--- config.mk ---
export PLATFORM = sky130hd
export DESIGN_NAME = mbist_march_ctrl_flat
export DESIGN_NICKNAME = d
export VERILOG_FILES = /design/src/rtl/mbist_march_ctrl_if.sv /design/src/rtl/mbist_march_ctrl.sv /design/src/flat_wrapper.sv
export SDC_FILE = /design/constraint.sdc
export NUM_CORES = 1
export LEC_CHECK = 0
export CAP_MARGIN = 20
export CORE_MARGIN = 5
export CORE_UTILIZATION = 32
export DETAILED_ROUTE_END_ITERATION = 10
export PLACE_DENSITY_LB_ADDON = 0.12
export SYNTH_ARGS = -nofsm -noshare
export SYNTH_HDL_FRONTEND = slang
export SYNTH_SLANG_ARGS = --single-unit
--- constraint.sdc ---
create_clock -name clk -period 4.5 [get_ports clk]
set_input_delay 1.35 -clock clk [delete_from_list [all_inputs] [get_ports clk]]
set_output_delay 1.35 -clock clk [all_outputs]
set_load 0.1 [all_outputs]
--- src/rtl/mbist_march_ctrl_if.sv ---
// Bus bundle between the March C- MBIST sequencer and its surroundings:
// start/status towards the BIST top level, write/read stream towards the
// memory under test, plus first-failure diagnostics.
interface mbist_march_ctrl_if #(
  parameter int DATA_WIDTH    = 8,
  parameter int ADDR_WIDTH    = 4,
  parameter int ERR_CNT_WIDTH = 8
);
  logic                     start;
  logic                     busy;
  logic                     done;
  logic                     fail;
  logic [ADDR_WIDTH-1:0]    fail_addr;
  logic [2:0]               fail_elem;
  logic [DATA_WIDTH-1:0]    fail_data;
  logic [ERR_CNT_WIDTH-1:0] fail_count;
  logic                     mem_we;
  logic [ADDR_WIDTH-1:0]    mem_addr;
  logic [DATA_WIDTH-1:0]    mem_wdata;
  logic [DATA_WIDTH-1:0]    mem_rdata;

  // Sequencer side
  modport master (
    input  start, mem_rdata,
    output busy, done, fail, fail_addr, fail_elem, fail_data, fail_count,
           mem_we, mem_addr, mem_wdata
  );

  // BIST top level / memory side
  modport slave (
    output start, mem_rdata,
    input  busy, done, fail, fail_addr, fail_elem, fail_data, fail_count,
           mem_we, mem_addr, mem_wdata
  );
endinterface

--- src/rtl/mbist_march_ctrl.sv ---
// March C- MBIST sequencer for one single-port memory.
// Issues one memory operation per cycle, checks read data two cycles later
// in a pipelined comparator and keeps first-failure diagnostics.
// Optional build macro MBIST_DIAG_EN: when defined the run continues past
// mismatches and counts them in fail_count; otherwise the first mismatch
// aborts the run and fail_count reads 0.
module mbist_march_ctrl #(
  parameter int DATA_WIDTH    = 8,
  parameter int ADDR_WIDTH    = 4,
  parameter int CAPACITY      = 15,
  parameter int ERR_CNT_WIDTH = 8
) (
  input logic clk,
  input logic rst,
  mbist_march_ctrl_if.master bus
);

  typedef enum logic [2:0] {S_IDLE, S_SETUP, S_RUN, S_DRAIN, S_DONE} state_t;

  localparam logic [ADDR_WIDTH-1:0] LAST_ADDR = ADDR_WIDTH'(CAPACITY);
  localparam logic [DATA_WIDTH-1:0] ALL_ONES  = '1;

  // Value written by element e (E1/E3 write ones, everything else zeros).
  function automatic logic [DATA_WIDTH-1:0] elem_wval(input logic [2:0] e);
    return (e == 3'd1 || e == 3'd3) ? ALL_ONES : '0;
  endfunction

  // E3/E4 walk the address space downwards.
  function automatic logic elem_down(input logic [2:0] e);
    return (e == 3'd3 || e == 3'd4);
  endfunction

  // E1..E4 are read-then-write elements.
  function automatic logic elem_two_op(input logic [2:0] e);
    return (e >= 3'd1 && e <= 3'd4);
  endfunction

  state_t                  r_state, w_state_nxt;
  logic [2:0]              r_elem;
  logic [ADDR_WIDTH-1:0]   r_addr;
  logic                    r_phase;
  logic                    r_drain;

  logic                    r_vld_p1, r_vld_p2;
  logic [DATA_WIDTH-1:0]   r_exp_p1, r_exp_p2;
  logic [ADDR_WIDTH-1:0]   r_addr_p1, r_addr_p2;
  logic [2:0]              r_elem_p1, r_elem_p2;

  logic                    r_fail;
  logic [ADDR_WIDTH-1:0]   r_fail_addr;
  logic [2:0]              r_fail_elem;
  logic [DATA_WIDTH-1:0]   r_fail_data;

  logic                    w_start_acc;
  logic                    w_two, w_down, w_at_end, w_last_op, w_is_write;
  logic                    w_issue_read;
  logic [2:0]              w_elem_nxt;
  logic [ADDR_WIDTH-1:0]   w_end_addr;
  logic                    w_chk_en, w_mismatch, w_abort;
  logic                    w_mem_we;
  logic [ADDR_WIDTH-1:0]   w_mem_addr;
  logic [DATA_WIDTH-1:0]   w_mem_wdata;

  assign w_start_acc  = bus.start && (r_state == S_IDLE || r_state == S_DONE);
  assign w_two        = elem_two_op(r_elem);
  assign w_down       = elem_down(r_elem);
  assign w_end_addr   = w_down ? '0 : LAST_ADDR;
  assign w_at_end     = (r_addr == w_end_addr);
  assign w_last_op    = w_at_end && (!w_two || r_phase);
  assign w_is_write   = (r_elem == 3'd0) || (w_two && r_phase);
  assign w_issue_read = (r_state == S_RUN) && !w_is_write;
  assign w_elem_nxt   = r_elem + 3'd1;

`ifdef MBIST_DIAG_EN
  logic [ERR_CNT_WIDTH-1:0] r_fail_cnt;
  assign w_chk_en = r_vld_p2;
  assign w_abort  = 1'b0;
`else
  // After the first mismatch, results of reads still in flight are dropped.
  assign w_chk_en = r_vld_p2 && !r_fail;
  assign w_abort  = w_mismatch && (r_state == S_RUN);
`endif
  assign w_mismatch = w_chk_en && (bus.mem_rdata != r_exp_p2);

  // State register
  always_ff @(posedge clk) begin
    if (rst) r_state <= S_IDLE;
    else     r_state <= w_state_nxt;
  end

  // Next-state decode and memory-side outputs
  always_comb begin
    w_state_nxt = r_state;
    w_mem_we    = 1'b0;
    w_mem_addr  = '0;
    w_mem_wdata = '0;
    case (r_state)
      S_IDLE:  if (bus.start) w_state_nxt = S_SETUP;
      S_SETUP: begin
        w_mem_wdata = elem_wval(3'd0);
        w_state_nxt = S_RUN;
      end
      S_RUN: begin
        w_mem_we    = w_is_write;
        w_mem_addr  = r_addr;
        // wdata is registered in the memory, so it leads the write by one op
        w_mem_wdata = elem_wval(w_last_op ? w_elem_nxt : r_elem);
        if (w_abort || (w_last_op && r_elem == 3'd5)) w_state_nxt = S_DRAIN;
      end
      S_DRAIN: if (r_drain) w_state_nxt = S_DONE;
      S_DONE:  if (bus.start) w_state_nxt = S_SETUP;
      default: w_state_nxt = S_IDLE;
    endcase
  end

  // March element / address / phase sequencing
  always_ff @(posedge clk) begin
    if (rst || w_start_acc) begin
      r_elem  <= '0;
      r_addr  <= '0;
      r_phase <= 1'b0;
      r_drain <= 1'b0;
    end else if (r_state == S_RUN) begin
      r_drain <= 1'b0;
      if (w_two && !r_phase) begin
        r_phase <= 1'b1;
      end else begin
        r_phase <= 1'b0;
        if (w_last_op) begin
          r_elem <= w_elem_nxt;
          r_addr <= elem_down(w_elem_nxt) ? LAST_ADDR : '0;
        end else begin
          r_addr <= w_down ? r_addr - 1'b1 : r_addr + 1'b1;
        end
      end
    end else if (r_state == S_DRAIN) begin
      r_drain <= 1'b1;
    end
  end

  // Checker pipeline control: p1 = read issued last cycle, p2 = data on rdata now
  always_ff @(posedge clk) begin
    if (rst || w_start_acc) begin
      r_vld_p1 <= 1'b0;
      r_vld_p2 <= 1'b0;
    end else begin
      r_vld_p1 <= w_issue_read;
      r_vld_p2 <= r_vld_p1;
    end
  end

  // Checker pipeline data: expected value is what the previous element wrote
  always_ff @(posedge clk) begin
    r_exp_p1  <= elem_wval(r_elem - 3'd1);
    r_addr_p1 <= r_addr;
    r_elem_p1 <= r_elem;
    r_exp_p2  <= r_exp_p1;
    r_addr_p2 <= r_addr_p1;
    r_elem_p2 <= r_elem_p1;
  end

  // First-failure capture; later mismatches never overwrite it
  always_ff @(posedge clk) begin
    if (rst || w_start_acc) begin
      r_fail      <= 1'b0;
      r_fail_addr <= '0;
      r_fail_elem <= '0;
      r_fail_data <= '0;
    end else if (w_mismatch) begin
      r_fail <= 1'b1;
      if (!r_fail) begin
        r_fail_addr <= r_addr_p2;
        r_fail_elem <= r_elem_p2;
        r_fail_data <= bus.mem_rdata;
      end
    end
  end

`ifdef MBIST_DIAG_EN
  // Saturating mismatch counter
  always_ff @(posedge clk) begin
    if (rst || w_start_acc)                  r_fail_cnt <= '0;
    else if (w_mismatch && r_fail_cnt != '1) r_fail_cnt <= r_fail_cnt + 1'b1;
  end
  assign bus.fail_count = r_fail_cnt;
`else
  assign bus.fail_count = '0;
`endif

  assign bus.busy      = (r_state == S_SETUP) || (r_state == S_RUN) || (r_state == S_DRAIN);
  assign bus.done      = (r_state == S_DONE);
  assign bus.fail      = r_fail;
  assign bus.fail_addr = r_fail_addr;
  assign bus.fail_elem = r_fail_elem;
  assign bus.fail_data = r_fail_data;
  assign bus.mem_we    = w_mem_we;
  assign bus.mem_addr  = w_mem_addr;
  assign bus.mem_wdata = w_mem_wdata;

endmodule

--- src/flat_wrapper.sv ---
// flat-port wrapper written by rule: the top's interface ports become plain ports
module mbist_march_ctrl_flat 
#(
  parameter int DATA_WIDTH    = 8,
  parameter int ADDR_WIDTH    = 4,
  parameter int CAPACITY      = 15,
  parameter int ERR_CNT_WIDTH = 8
)
  (clk, rst, bus_start, bus_mem_rdata, bus_busy, bus_done, bus_fail, bus_fail_addr, bus_fail_elem, bus_fail_data, bus_fail_count, bus_mem_we, bus_mem_addr, bus_mem_wdata);
  mbist_march_ctrl_if #(.DATA_WIDTH(DATA_WIDTH), .ADDR_WIDTH(ADDR_WIDTH), .ERR_CNT_WIDTH(ERR_CNT_WIDTH)) bus_i ();
  input logic clk;
  input logic rst;
  input wire logic [$bits(bus_i.start)-1:0] bus_start;
  input wire logic [$bits(bus_i.mem_rdata)-1:0] bus_mem_rdata;
  output wire logic [$bits(bus_i.busy)-1:0] bus_busy;
  output wire logic [$bits(bus_i.done)-1:0] bus_done;
  output wire logic [$bits(bus_i.fail)-1:0] bus_fail;
  output wire logic [$bits(bus_i.fail_addr)-1:0] bus_fail_addr;
  output wire logic [$bits(bus_i.fail_elem)-1:0] bus_fail_elem;
  output wire logic [$bits(bus_i.fail_data)-1:0] bus_fail_data;
  output wire logic [$bits(bus_i.fail_count)-1:0] bus_fail_count;
  output wire logic [$bits(bus_i.mem_we)-1:0] bus_mem_we;
  output wire logic [$bits(bus_i.mem_addr)-1:0] bus_mem_addr;
  output wire logic [$bits(bus_i.mem_wdata)-1:0] bus_mem_wdata;
  assign bus_i.start = bus_start;
  assign bus_i.mem_rdata = bus_mem_rdata;
  assign bus_busy = bus_i.busy;
  assign bus_done = bus_i.done;
  assign bus_fail = bus_i.fail;
  assign bus_fail_addr = bus_i.fail_addr;
  assign bus_fail_elem = bus_i.fail_elem;
  assign bus_fail_data = bus_i.fail_data;
  assign bus_fail_count = bus_i.fail_count;
  assign bus_mem_we = bus_i.mem_we;
  assign bus_mem_addr = bus_i.mem_addr;
  assign bus_mem_wdata = bus_i.mem_wdata;
  mbist_march_ctrl #(.DATA_WIDTH(DATA_WIDTH), .ADDR_WIDTH(ADDR_WIDTH), .CAPACITY(CAPACITY), .ERR_CNT_WIDTH(ERR_CNT_WIDTH)) u_core (.clk(clk), .rst(rst), .bus(bus_i));
endmodule
Word level (Yosys, flattened, before mapping). Index checks and enable logic that the tools add are counted.

$add $sub $neg: 4. $mul: 0. Div/mod/pow operators: 0. Order comparisons: 2. Eq/ne operators: 18. Shifts and indexed selects: 0. Muxes and demuxes: 15. Bitwise operators: 2. Reductions and logical operators: 32.

Operators by type and width (number): 2-to-1 mux 8 bit (3); 2-to-1 mux 4 bit (5); == test 3 x 2 -> 1 bit (second input constant) (6); == test 3 bit (second input constant) (4); 2-to-1 mux 3 bit (4); case mux 3 bit (4 select lines) (1); logical OR 1 bit (11); logical AND 1 bit (10); == test 3 x 1 -> 1 bit (second input constant) (3); inequality test 8 bit (1); logical NOT 3 bit (2); inequality test 2 x 1 -> 1 bit (second input constant) (3); adder 4 x 1 -> 4 bit (second input constant) (1); == test 4 bit (1); logical NOT 1 bit (4); AND reduction 2 bit (2); OR reduction 2 bit (2); subtractor 4 x 1 -> 4 bit (second input constant) (1); adder 3 x 1 -> 3 bit (second input constant) (1); greater-or-equal comparator 3 x 1 -> 1 bit (second input constant) (1); less-or-equal comparator 3 bit (second input constant) (1); AND reduction 3 bit (1); subtractor 3 x 1 -> 3 bit (second input constant) (1); 2-to-1 mux 1 bit (2); NOT 1 bit (2).

Flip-flop bits (word level): 60. Latch bits: 0. RAM bits: 0. Bits in read-only memories: 0. Memories: 0.

Depth between registers and ports, before layout.
Depth after elaboration: 10. Gate-level depth with buffers: 10. Mapped depth without buffers: 9.

Worst setup path after synthesis. OpenSTA, ideal clock, no wires.

Path kind: reg2out. From: register u_core.r_elem[0]. To: output port bus_mem_wdata[1]. Data arrival time: 4.243 ns. Path slack: -1.093 ns. Stages on the path, launching flop included: 11. Path through: dfxtp_1 > inv_1 > ha_1 > mux2_4 > ha_1 > o311ai_2 > or2_1 > buf_6 > nand3_1 > a21oi_1 > buf_4.

Longest elaborated chain between the ends: 10.

RTL lines: start: declaration (line mbist_march_ctrl.sv:39) `logic [2:0] r_elem;`; start signal: assignment (line mbist_march_ctrl.sv:130) `r_elem <= w_elem_nxt;`; == test 3 x 2 -> 1 bit, or another cell as far along (line mbist_march_ctrl.sv:30) `return (e == 3'd3 || e == 3'd4);`; logical OR 1 bit or logical AND 1 bit (tied branches) (line mbist_march_ctrl.sv:30, mbist_march_ctrl.sv:35); 2-to-1 mux 4 bit or logical NOT 1 bit (tied branches) (line mbist_march_ctrl.sv:67, mbist_march_ctrl.sv:69); == test 4 bit or logical OR 1 bit (tied branches) (line mbist_march_ctrl.sv:68, mbist_march_ctrl.sv:69); logical AND 1 bit (line mbist_march_ctrl.sv:69) `assign w_last_op = w_at_end && (!w_two || r_phase);`; 2-to-1 mux 3 bit *; == test 3 x 1 -> 1 bit or == test 3 x 2 -> 1 bit (tied branches) (line mbist_march_ctrl.sv:25) `return (e == 3'd1 || e == 3'd3) ? ALL_ONES : '0;`; logical OR 1 bit * (line mbist_march_ctrl.sv:25); 2-to-1 mux 8 bit * (line mbist_march_ctrl.sv:25); 2-to-1 mux 8 bit * (line mbist_march_ctrl.sv:97) `case (r_state)`; end: declaration (line flat_wrapper.sv:24) `output wire logic [$bits(bus_i.mem_wdata)-1:0] bus_mem_wdata;`.

Every way passes the cells marked *; elsewhere a longest branch is shown, timed or not.

Worst setup path in the final report.
From: register u_core.r_elem[0]. To: output port bus_mem_wdata[5].

Same word-level chain as after synthesis.

==> run_results.csv <==
group,metric,value,unit
status,status,"finished, final reports clean",
setup_path,crit_fanout,9,
synth,synth_warnings,0,
die,dieArea,8150,um^2
synth,yosys_most_used_dff,"dfxtp_1",
setup_path,cp-startpoint,"u_core.r_elem[0]$_SDFFE_PP0P_",
die,rows,29,
pwr,ir_worst_vdd,119,uV
synth,yosys-top-cells-area,"dfxtp_1 (45%), buf_4 (5.8%), ha_1 (5.5%)",
finish,fin_area,2650,um^2
hold_path,hold_class,"reg2reg",
clock_tree,ctsRootBufferMaster,"clkbuf_8",
run,cap_viol_max_count,0,
timing,slew_viol_final,0,
synth,syn_avg_cell_area,9.58,um^2
timing,hold_slack,329,ps
setup_path,crit_path_start_kind,"flop",
timing,max_slew_margin,34.6,%
global_route,grt_pass1_wl,6910,um
place,dp.cells,320,
setup_path,crit_arrival,2930,ps
detailed_routing,wl_per_cell,12.8,um
detailed_routing,drtIter0Drc,39,
global_route,grt_max_degree,24,
detailed_routing,dr.pass1.iters,4,
timing,max_freq,234,MHz
timing,hold_viol,0,
detailed_routing,wl,4200,um
global_route,grt_pass1_vias,1469,
finish,mostFrequentLayoutCells,"dfxtp_1 (44), clkdlybuf4s50_1 (28), nor2_1 (27)",
clock_tree,clock_tree.buffer_depth,2,
setup_path,r2r-start,"u_core.r_elem[0]$_SDFFE_PP0P_",
timing,fin_crit,4280,ps
pwr,total_leakage_power,1.02,nW
die,die_y,90.3,um
timing,setup_viol,0,
finish,final_nets,271,
setup_path,reg2reg_setup_slack,2050,ps
synth,ys_seq_area_share,44.7,%
clock_tree,numCtsBuffers,5,
synth,synth_cell_type_count,47,
timing,worstMarginPinSlew,978,ps
finish,final_cells,328,
die,core,6310,um^2
clock_tree,ctsHtreeMaxLevel,2,
hold_path,min-delay-start,"u_core.r_exp_p1[6]$_DFF_P_",
finish,layout_commonest_cell,"dfxtp_1",
detailed_routing,postRouteAntennaNets,0,
setup_path,worstSetupPathType,"reg2out",
setup_path,required,3150,ps
clock_tree,path_clk_slew,100,ps
die,die_w,90.3,um
detailed_routing,remaining_drc_errors,0,
clock_tree,clkSinkCount,46,
finish,drive_above_1_share,15.5,%
global_route,grt_remaining_overflow,0,
clock_tree,post_cts_buffers,0,
global_route,antenna_found_initial,0,
synth,synth-edff-count,0,
synth,synth_cells,215,
place,post-dp-hpwl,3040,um
timing,rsz0062_at_grt,"false",
synth,async_flop_share,0,%
die,start_util,32.6,%
global_route,grt_use_total,10.5,%
synth,synth_top_cell_by_area,"dfxtp_1",
clock_tree,postCtsHoldBufs,0,
clock_tree,cts_tree,"built",
synth,synth_seq_cells,46,
place,gp_congestion,0.771,
finish,postLayoutCoreUtil,42.0,%
synth,netlist_area,2060,um^2
timing,finalClockSkew,11.9,ps
clock_tree,worstSkewPairLatency,300,ps
finish,antenna-diode-count,0,
finish,fillers,629,
timing,finalSetupTns,0,ps
place,portBuffers,41,
pwr,power.density,337,nW/um^2
finish,syn_to_final_growth,28.5,%
detailed_routing,viasPerCell,4.58,
synth,synth_top_area_share,44.7,%
timing,min_period_over_period,95.0,%
detailed_routing,num_vias,1503,
setup_path,endpoint_kind,"output pin",
place,dpl-instance-area,2520,um^2
die,io_pins,50,
## cell type report
| type | instances | area (um^2) | share of cell area, % |
|---|---|---|---|
| well taps | 77 | 96.3 | 3.64 |
| inverters | 9 | 33.8 | 1.28 |
| clock buffers | 5 | 68.8 | 2.60 |
| multi-input cells | 146 | 993 | 37.5 |
| clock inverters | 3 | 43.8 | 1.65 |
| flip-flops and latches | 46 | 923 | 34.9 |
| repair buffers | 42 | 489 | 18.5 |
## final timing paths
| path | end | cells after the start |
|---|---|---|
| max | bus_mem_wdata[5] | 10 |
| max reg2reg | u_core.r_addr[1]$_SDFFE_PP0P_ | 8 |
| min reg2reg | u_core.r_exp_p2[6]$_DFF_P_ | 0 |
| min | u_core.r_exp_p2[6]$_DFF_P_ | 0 |
## report_power, final
part	leakage (nW)	total [W]	internal, W	switching (W)
registers	0.373	0.000431	0.000420	0.0000109
clock network	0.0585	0.000313	0.000167	0.000146
logic	0.591	0.000147	0.0000352	0.000112
## per-layer routing
layer,wire (um),global-route usage (%),part of all wire (%)
met5,0,0,0
met4,53,3.72,1.3
met3,288,4.17,6.9
met2,1910,16.4,46
met1,1950,13.0,46
## registers in the layout (all words and copies together) (netlist names), 2 cells and up, named ones only
signal	flops
u_core.r_state	3
u_core.bus.fail_data	8
u_core.r_addr	4
u_core.r_elem	2
u_core.bus.fail_addr	4
u_core.bus.fail_elem	3
u_core.r_addr_p1	4
u_core.r_addr_p2	4
u_core.r_elem_p2	3
u_core.r_elem_p1	3
## cell families (layout without fill, tap and decap cells)
family                   after synthesis  in the layout  synth area share [%]
other                                  1              8                 0.182
AO/OA/AOI/OAI                         33             33                  11.2
adder cells (fa/ha/maj)               10             10                  6.44
buffers and inverters                 30             59                  9.17
multiplexers                          12             12                  6.74
AND/OR/NAND/NOR                       76             76                  18.6
XOR/XNOR                               7              7                  2.98
flip-flops                            46             46                  44.7
## critical path, stage by stage (launching register included)
cell      delay (ps)
dfxtp_2          430
inv_1            140
ha_1             260
mux2_4           320
ha_1             340
o311ai_2         170
or2_4            250
nand3_1          130
a21oi_4          170
buf_6            210
buf_12           190
## stage by stage
| step | power (W) | setup slack [ps] |
|---|---|---|
| 6_report | 0.000891 | 224 |
| 5_1_grt | 0.000934 | 56.5 |
| 4_1_cts | 0.000905 | 54.6 |
| 3_5_place_dp | 0.000589 | 309 |
| 3_3_place_gp | 0.000590 | 329 |
| 2_1_floorplan | 0.000559 | 44.7 |
## Yosys cell counts (2+ instances only)
cell and count:
dfxtp_1 46, nor2_1 28, buf_4 16, nand2_1 15, a21oi_1 14, ha_1 9, inv_1 9, mux2i_1 9
nand3_1 9, and2_1 6, xnor2_1 5, o21ai_0 4, nor2b_1 3, nor3_1 3, a21o_1 2, a22oi_1 2
buf_6 2, clkbuf_1 2, nand2b_1 2, xor2_1 2
## timing repair
| action | in CTS | in global routing |
|---|---|---|
| endpoints found under the setup margin | 8 | 8 |
| cloned | 0 | 0 |
| gates resized for setup | 1 | 4 |
| hold endpoints to repair | 0 | 0 |
No activity file was read; power rests on OpenSTA's default activity.
